`src/rtl/serial_addr_decoder.sv`:
```
// serial_addr_decoder: deserialises an LSB-first address and holds the matching target until released
//
// Optional feature macro: SERIAL_ADDR_DEC_TIMEOUT_EN (forced release after TIMEOUT_CYC hold cycles)
//
// Ports:
//   clk               in   rising-edge clock
//   rst_n             in   asynchronous active-low reset
//   bus_data_in       in   serial address bit
//   bus_data_in_valid in   bus_data_in carries a valid bit this cycle
//   bus_mode          in   1 = data phase, 0 = address phase
//   release_valids    in   per-target single-cycle release strobes
//   target_valid      out  one-hot held target
//   sel               out  index of held target, 0 when none
//   busy              out  high while a decode is pending or a target is held
//   decode_err        out  one-cycle pulse on an unmapped address
//   timeout           out  one-cycle pulse on a forced release (0 without the macro)
module serial_addr_decoder #(
    parameter int ADDR_W = 16,
    parameter int N_TGT = 3,
    parameter int SEL_W = $clog2(N_TGT),
    parameter logic [N_TGT*ADDR_W-1:0] TGT_BASE = {16'h8000, 16'h4000, 16'h0000},
    parameter logic [N_TGT*ADDR_W-1:0] TGT_MASK = {16'hF000, 16'hC000, 16'hF800},
    parameter int TIMEOUT_CYC = 1024
) (
    input  logic             clk,
    input  logic             rst_n,
    input  logic             bus_data_in,
    input  logic             bus_data_in_valid,
    input  logic             bus_mode,
    input  logic [N_TGT-1:0] release_valids,
    output logic [N_TGT-1:0] target_valid,
    output logic [SEL_W-1:0] sel,
    output logic             busy,
    output logic             decode_err,
    output logic             timeout
);
    localparam int CNT_W = $clog2(ADDR_W);
    typedef enum logic [1:0] {IDLE, PEND, HOLD} state_t;
    state_t state, state_n;
    logic [CNT_W-1:0] cnt, cnt_n;
    // Only ADDR_W-1 bits are stored: the final bit is taken straight from the bus.
    logic [ADDR_W-2:0] shreg, shreg_n;
    logic [ADDR_W-1:0] addr;
    logic [N_TGT-1:0] pend, pend_n, match, load, held, tv_n;
    logic [SEL_W-1:0] sel_n;
    logic err_n, to_n;
`ifdef SERIAL_ADDR_DEC_TIMEOUT_EN
    localparam int TMR_W = $clog2(TIMEOUT_CYC + 1);
    logic [TMR_W-1:0] tmr, tmr_n;
`endif

    function automatic logic [SEL_W-1:0] enc(input logic [N_TGT-1:0] v);
        logic [SEL_W-1:0] s;
        s = '0;
        for (int i = 0; i < N_TGT; i++)
            if (v[i]) s = s | SEL_W'(i);
        return s;
    endfunction

    always_comb begin
        addr = {bus_data_in, shreg};
        match = '0;
        // Descending scan so the lowest matching index wins.
        for (int i = N_TGT - 1; i >= 0; i--) begin
            if (((addr ^ TGT_BASE[i*ADDR_W +: ADDR_W]) & TGT_MASK[i*ADDR_W +: ADDR_W]) == '0) begin
                match = '0;
                match[i] = 1'b1;
            end
        end
        load = pend & ~release_valids;
        held = target_valid & ~release_valids;
    end

    always_comb begin
        state_n = state;
        cnt_n = cnt;
        shreg_n = shreg;
        pend_n = pend;
        tv_n = target_valid;
        sel_n = sel;
        err_n = 1'b0;
        to_n = 1'b0;
`ifdef SERIAL_ADDR_DEC_TIMEOUT_EN
        tmr_n = tmr;
`endif
        case (state)
            IDLE: begin
                if (!bus_mode) begin
                    if (bus_data_in_valid) begin
                        shreg_n = addr[ADDR_W-1:1];
                        if (cnt == CNT_W'(ADDR_W - 1)) begin
                            pend_n = match;
                            cnt_n = '0;
                            state_n = PEND;
                        end else begin
                            cnt_n = cnt + 1'b1;
                        end
                    end else begin
                        shreg_n = '0;
                        cnt_n = '0;
                    end
                end
            end
            PEND: begin
                tv_n = load;
                sel_n = enc(load);
                err_n = ~|pend;
                state_n = |load ? HOLD : IDLE;
`ifdef SERIAL_ADDR_DEC_TIMEOUT_EN
                tmr_n = '0;
`endif
            end
            HOLD: begin
                tv_n = held;
                if (~|held) begin
                    sel_n = '0;
                    state_n = IDLE;
                end
`ifdef SERIAL_ADDR_DEC_TIMEOUT_EN
                // A release emptying the hold on the expiry edge wins over the timeout.
                else if (tmr == TMR_W'(TIMEOUT_CYC - 1)) begin
                    tv_n = '0;
                    sel_n = '0;
                    to_n = 1'b1;
                    state_n = IDLE;
                end else begin
                    tmr_n = tmr + 1'b1;
                end
`endif
            end
            default: state_n = IDLE;
        endcase
    end

    always_ff @(posedge clk or negedge rst_n) begin
        if (!rst_n) begin
            state <= IDLE;
            cnt <= '0;
            shreg <= '0;
            pend <= '0;
            target_valid <= '0;
            sel <= '0;
            busy <= 1'b0;
            decode_err <= 1'b0;
            timeout <= 1'b0;
        end else begin
            state <= state_n;
            cnt <= cnt_n;
            shreg <= shreg_n;
            pend <= pend_n;
            target_valid <= tv_n;
            sel <= sel_n;
            busy <= state_n != IDLE;
            decode_err <= err_n;
            timeout <= to_n;
        end
    end

`ifdef SERIAL_ADDR_DEC_TIMEOUT_EN
    always_ff @(posedge clk or negedge rst_n) begin
        if (!rst_n) tmr <= '0;
        else tmr <= tmr_n;
    end
`endif
endmodule

```
`config.mk`:
```
export PLATFORM = sky130hd
export DESIGN_NAME = serial_addr_decoder
export DESIGN_NICKNAME = d
export VERILOG_FILES = /design/src/rtl/serial_addr_decoder.sv
export SDC_FILE = /design/constraint.sdc
export NUM_CORES = 1
export LEC_CHECK = 0
export CAP_MARGIN = 20
export CORE_UTILIZATION = 35
export DETAILED_ROUTE_END_ITERATION = 10
export GPL_ROUTABILITY_DRIVEN = 0
export GPL_TIMING_DRIVEN = 0
export PLACE_DENSITY = 0.64
export SLEW_MARGIN = 10
export SYNTH_ARGS = -nofsm -noshare
export SYNTH_HDL_FRONTEND = slang
export SYNTH_SLANG_ARGS = --single-unit
```
`constraint.sdc`:
```
create_clock -name clk -period 3.9 [get_ports clk]
set_input_delay 0.78 -clock clk [delete_from_list [all_inputs] [get_ports clk]]
set_output_delay 0.78 -clock clk [all_outputs]
set_load 0.01 [all_outputs]
```
==> results of run 1 <==
==> final cells by class <==
class                   instances  area (µm²)
fillers                       273        1544
flip-flops and latches         20       500.5
multi-input cells              77       474.2
repair buffers                 14       140.1
well taps                      31       38.79
clock buffers                   3       22.52
inverters                       6       22.52
plain buffers                   3       15.01
==> synthesized netlist by cell type, types with 2 or more instances <==
library cell | instances | area [µm²]
nor2_1 | 2 | 7.510
clkbuf_1 | 2 | 7.510
ha_1 | 5 | 62.56
o21ai_0 | 14 | 70.07
a21oi_1 | 2 | 10.01
nor3_1 | 2 | 10.01
nand2_1 | 20 | 75.07
dfrtp_1 | 20 | 500.5
nand2b_1 | 2 | 12.51
mux2i_1 | 2 | 20.02
nor2b_1 | 7 | 43.79
a22o_1 | 2 | 17.52
inv_1 | 6 | 22.52
o22ai_1 | 3 | 18.77
o311ai_1 | 2 | 17.52
o31ai_1 | 2 | 15.01
==> flip-flops by register name (all words and copies together) (netlist names) <==
name and cells:
pend 3, busy 1, target_valid 3, cnt 4, decode_err 1, sel 2, state 2, shreg 4
==> power by group through the flow <==
stage | sequential, mW | combinational [mW] | clock, mW
after floorplan | 0.222 | 0.0152 | 0
after global placement | 0.223 | 0.0304 | 0
after detailed placement | 0.223 | 0.0318 | 0
after CTS | 0.219 | 0.0318 | 0.101
after global routing | 0.220 | 0.0367 | 0.113
final | 0.219 | 0.0314 | 0.0981
==> cells by family after synthesis <==
| family | synth area share (%) |
|---|---|
| mux | 1.978 |
| compound gates | 18.05 |
| fa+ha+maj | 6.180 |
| flops | 49.44 |
| buf+inv | 3.709 |
| simple gates | 20.27 |
| other cells | 0.3705 |
==> how the worst max path moves through the flow <==
stage / cells after the start / start / to
after detailed placement: 5 / bus_data_in_valid / busy
after global routing: 5 / bus_data_in_valid / busy
final: 5 / bus_data_in_valid / busy
after floorplan: 4 / release_valids[0] / busy
after CTS: 5 / bus_data_in_valid / busy
after global placement: 5 / bus_data_in_valid / busy
==> worst register-to-register path: cells and delay by family, from the launching register on <==
family | cells | cell delay, ns
AO/OA/AOI/OAI | 2 | 0.47
AND/OR/NAND/NOR | 1 | 0.13
flip-flops | 1 | 0.41
buffers and inverters | 2 | 0.41
adder cells (fa/ha/maj) | 1 | 0.16
==> cells in the final DEF, fill, tap and decap left out, drive strengths merged <==
cell type / n
a21o: 1
a21oi: 2
a221oi: 1
a22o: 2
a31oi: 1
and3: 1
and3b: 1
buf: 1
clkbuf: 5
clkdlybuf4s50: 14
conb: 1
dfrtp: 20
ha: 5
inv: 6
mux2i: 2
nand2: 20
nand2b: 3
nand3: 1
nand4: 1
nor2: 2
nor2b: 7
nor3: 2
nor4b: 1
o21ai: 15
o22ai: 3
o311ai: 2
o31ai: 2
or2: 1
==> per-layer routing <==
metal  part of all wire [%]  up-vias  track usage, %
met3                    6.1        2           5.116
met1                     45      371           18.13
li1                       -      405               -
met4                   0.98        0           4.286
met2                     48       30           26.16
met5                      0        -               0
==> metrics.md, run 1 <==
| Metric | Value |
|---|---|
| Status | `finished clean` |
| Cts bufs inserted | `3` |
| Via Count | `between 800 and 900` |
| Endpoint class of the critical path | `flop` |
| Residual DRC count | `0` |
| CTS Hold Bufs | `0` |
| Clk pwr share | `between 20% and 30%` |
| R2R cell count | `6` |
| I/O Pins | `16` |
| Die W | `~56 µm` |
| Sw power | `0.08536 mW` |
| Crit path DAT | `2.24 ns` |
| Dpl cells | `between 150 and 200` |
| DR iter-0 viols | `13` |
| Global-route wire length before repair | `~3.7 mm` |
| Slew margin rel. | `between 40% and 50%` |
| Max-cap violations | `0` |
| RR Endpoint | `busy` |
| CTS tree | `done` |
| Pwr dens | `287.2 mW/mm²` |
| Net count, final | `about 140` |
| Worst Hold Path Cells | `1` |
| Initial antenna violation count | `0` |
| Layout cells sized above 1 | `under 10%` |
| Reg-to-Reg Start | `state[0]` |
| P&R area growth vs syn | `19.90%` |
| Fmax | `0.4908 GHz` |
| WL per Instance | `approximately 13 µm` |
| Worst-Margin Slew | `between 0.8 and 0.9 ns` |
| Hold Vio Cnt, Final | `0` |
| Placed Area | `~0.0012 mm²` |
| Final Critical Period | `slightly above 2 ns` |
| Number of global-route vias before repair | `a little over 800` |
| Core Area | `between 0.002 and 0.003 mm²` |
| Final Setup Violations | `0` |
| Crit share post-route | `between 50% and 60%` |
| Crit start category | `input pin` |
| Total congestion overflow | `0` |
| Max Buffers Root-to-Sink | `2` |
| Buf/Inv on CP | `2` |
| Setup TNS Final | `0 ns` |
| Clock Skew | `roughly 0.008 ns` |
| Die footprint | `around 0.0031 mm²` |
| Total Power | `0.3486 mW` |
| Top delay family on crit path | `buffers and inverters` |
| P_leak | `around 0.56 nW` |
| Worst-path clk slew | `around 0.11 ns` |
| Postcts setup bufs | `0` |
| Worst slack, placed | `~1.6 ns` |
| Largest net degree at the start of global routing | `21` |
| Critical-path maximum fanout | `7` |
| Post-DP HPWL | `around 1.4 mm` |
| Seq pwr share | `a little over three fifths` |
| Clock latency on the worst-skew pair | `roughly 0.30 ns` |
| Setup CP Type | `input pin to flop` |
| Synth Register Bits | `20` |
| Unrepaired setup endpoints after global routing | `false` |
| P_int | `around 0.26 mW` |
| ANT cells | `0` |
| Most used DFF post-synth | `dfrtp_1` |
| Clk sink count | `20` |
| H-tree Lvls | `1` |
| Post-synth cell types | `29` |
| Comb pwr share | `roughly 9%` |
| DRT Pass-1 Iters | `4` |
| Synth Warn # | `0` |
| EDFF count, synth | `0` |
| R2r setup slk | `2.28 ns` |
| Final WL | `~2 mm` |
| Root Driver | `clkbuf_4` |
| Chip Height | `approximately 56 µm` |
| Max VDD drop | `0.1787 mV` |
| Syn Inst Count | `roughly 110` |
| Crit-path cells | `clkdlybuf4s50_1 > inv_1 > o311ai_1 > a31oi_1 > or2_1` |
| Final Util | `roughly 44%` |
| Post-synth ARST share | `between 90% and 100%` |
| Net Sw Frac | `24.49%` |
| Cell Rows | `19` |
| # port buffers | `14` |
| Hold Crit Class | `flop to flop` |
| Register area share after synthesis | `49.44%` |
| Crit-path slowest cell | `clkdlybuf4s50_1` |
| Hold path start | `pend[2]` |
| Final setup margin | `1.863 ns` |
| Post-Syn Area per Cell | `around 9.5 µm²` |
| Crit-path max cell delay | `~0.59 ns` |
| CP required | `approximately 4.1 ns` |
| Post-Syn Area | `roughly 0.0010 mm²` |
| Cell area after layout | `0.001214 mm²` |
| Cts repair resizes | `0` |
| Routed Antenna Nets | `0` |
| Min Hold Slack | `0.4723 ns` |
| Syn Nets | `~120` |
| GRT Total Usage | `between 15 and 20%` |
| Hold Path Sink | `decode_err` |
| Initial Util | `36.71%` |
| Count of non-filler cells in the finished layout | `approximately 150` |
| Vias per Instance | `around 5.2` |
| Final Max Slew Viols | `0` |
No activity file was read; power rests on OpenSTA's default activity.
==> run 2, diff against run 1 <==
PLACE_DENSITY = 0.66   (was 0.64)
clock period = 1.69 ns   (was 3.9 ns; I/O delays follow)
==> metrics.md, run 2 (synthesized netlist as in run 1, its figures left out) <==
| Metric | Value |
|---|---|
| Final setup margin | `0.1127 ns (-1.750 ns)` |
| Crit-path cells | `clkdlybuf4s50_1` |
| Net count, final | `138 (unchanged)` |
| Total congestion overflow | `0 (unchanged)` |
| Pwr dens | `689.2 mW/mm² (+140%)` |
| P_leak | `0.5678 nW (+1.4%)` |
| Crit path DAT | `1.24 ns (-1.00 ns)` |
| R2r setup slk | `0.14 ns (-2.14 ns)` |
| Vias per Instance | `5.084 (-3.1%)` |
| Setup CP Type | `flop to primary output` |
| Final Critical Period | `between 1.5 and 2 ns` |
| Max Buffers Root-to-Sink | `2 (unchanged)` |
| Filler Cell Count | `294 (+7.7%)` |
| Met2 wire length | `915 µm (-2.7%)` |
| Die footprint | `0.003111 mm² (unchanged)` |
| CP required | `1.35 ns (-2.75 ns)` |
| CTS tree | `done` |
| Max-cap violations | `0 (unchanged)` |
| Status | `finished clean` |
| # port buffers | `14 (unchanged)` |
| Clock latency on the worst-skew pair | `0.30 ns (about the same)` |
| Die W | `55.78 µm (unchanged)` |
| Initial antenna violation count | `0 (unchanged)` |
| Min Hold Slack | `0.4796 ns (+0.007345 ns)` |
| CTS Hold Bufs | `0 (unchanged)` |
| Crit share post-route | `between 90 and 100%` |
| Layout cells sized above 1 | `9.677% (+4.0 points)` |
| Count of non-filler cells in the finished layout | `155 (+0.65%)` |
| Crit start category | `flop` |
| Buf/Inv on CP | `1 (-1)` |
| Cts bufs inserted | `3 (unchanged)` |
| Crit-path max cell delay | `0.55 ns (-0.04 ns)` |
| DRT Pass-1 Iters | `4 (unchanged)` |
| Commonest cells after routing, fill and taps aside | `20 x nand2_1, 20 x dfrtp_1, 14 x o21ai_0, 14 x clkdlybuf4s50_1, 7 x nor2b_1` |
| Setup TNS Final | `0 ns (unchanged)` |
| Via Count | `788 (-2.5%)` |
| Post-DP HPWL | `1.455 mm (+0.75%)` |
| Slew margin rel. | `41.69% (-0.52 points)` |
| Critical-path maximum fanout | `4 (-3)` |
| Initial Util | `36.71% (unchanged)` |
| Clock Skew | `0.002286 ns (-0.005688 ns)` |
| Root Driver | `clkbuf_4` |
| DR iter-0 viols | `11 (-2)` |
| Top delay family on crit path | `buffers and inverters` |
| Crit-path slowest cell | `clkdlybuf4s50_1` |
| Worst-Margin Slew | `0.8720 ns (+0.007703 ns)` |
| Met3 Routed Length | `86 µm (-27%)` |
| Global-route wire length before repair | `3.601 mm (-1.3%)` |
| Routed Antenna Nets | `0 (unchanged)` |
| Max VDD drop | `0.5056 mV (+180%)` |
| Largest net degree at the start of global routing | `21 (unchanged)` |
| GRT Total Usage | `14.49% (-0.76 points)` |
| H-tree Lvls | `1 (unchanged)` |
| Biggest registers after layout | `cnt x4, shreg x4` |
| Clk sink count | `20 (unchanged)` |
| Hold Vio Cnt, Final | `0 (unchanged)` |
| Residual DRC count | `0 (unchanged)` |
| Number of global-route vias before repair | `833 (+2.5%)` |
| Hold Crit Class | `flop to flop` |
| WL per Instance | `12.51 µm (-0.85%)` |
| Worst slack, placed | `-0.1613 ns (-1.741 ns)` |
| Chip Height | `55.78 µm (unchanged)` |
| Max Used Layer | `met3` |
| Final Max Slew Viols | `0 (unchanged)` |
| Core Area | `0.002758 mm² (unchanged)` |
| Worst-path clk slew | `0.11 ns (about the same)` |
| Dpl cells | `151 (unchanged)` |
| Fmax | `0.6340 GHz` |
| Endpoint class of the critical path | `primary output` |
| Met1 wire length | `936 µm (+8.2%)` |
| Final Setup Violations | `0 (unchanged)` |
| Cell Rows | `19 (unchanged)` |
| I/O Pins | `16 (unchanged)` |
| ANT cells | `0 (unchanged)` |
| P&R area growth vs syn | `22.87%` |
| Final WL | `1.939 mm (-0.21%)` |
==> run 2: changes by cell type in the layout (fill, tap and decap cells not counted) <==
cell      previous run  this run
clkbuf_1             2         1
o311ai_2             0         1
o311ai_1             2         1
ha_2                 0         2
ha_1                 5         3
clkbuf_8             0         1
buf_4                1         2
==> run 2: per-layer routing <==
| metal | track usage (%) | vias to the layer above |
|---|---|---|
| met1 | 17.81 | 363 |
| li1 | - | 409 |
| met3 | 5.349 | 0 |
| met4 | 2.143 | 0 |
| met2 | 24.78 | 16 |
| met5 | 0 | - |
==> run 2: cell type report <==
class                      instances  area (µm²)  area share [%]
tap                               31       38.79           3.119
buffer                             2       11.26          0.9054
timing repair buffer              15       147.6           11.87
clock buffer                       4       36.28           2.918
multi-input combinational         77       486.7           39.13
sequential                        20       500.5           40.24
inverter                           6       22.52           1.811
==> run 2: power by group <==
part           switching (mW)  total (mW)  leakage [nW]  internal, mW
clock                   0.145       0.277        0.0210         0.131
combinational          0.0394      0.0739         0.271        0.0345
sequential             0.0146       0.506         0.276         0.492
total                   0.199       0.857         0.568         0.658
==> run 2: timing repair <==
action	CTS	global route
setup buffers	0	1
resized for setup	0	3
endpoints found under the setup margin	0	4
==> run 2: through the flow <==
step	utilization (%)	instance area, µm²	total power, mW
2_1_floorplan	-	1012	0.5468
3_3_place_gp	43.19	1191	0.5838
3_5_place_dp	43.19	1191	0.5869
4_1_cts	44.51	1227	0.8711
5_1_grt	45.10	1244	0.9091
6_report	45.10	1244	0.8571
==> run 2: path summary, 6_finish.rpt <==
check / from / end / depth (start not counted)
setup / recovery: target_valid[0] / target_valid[0] / 1
hold / removal: pend[1] / decode_err / 1
setup reg to reg: state[0] / busy / 6
hold reg to reg: pend[1] / decode_err / 1
max in group asynchronous: rst_n / state[0] / 1
min in group asynchronous: rst_n / shreg[14] / 1
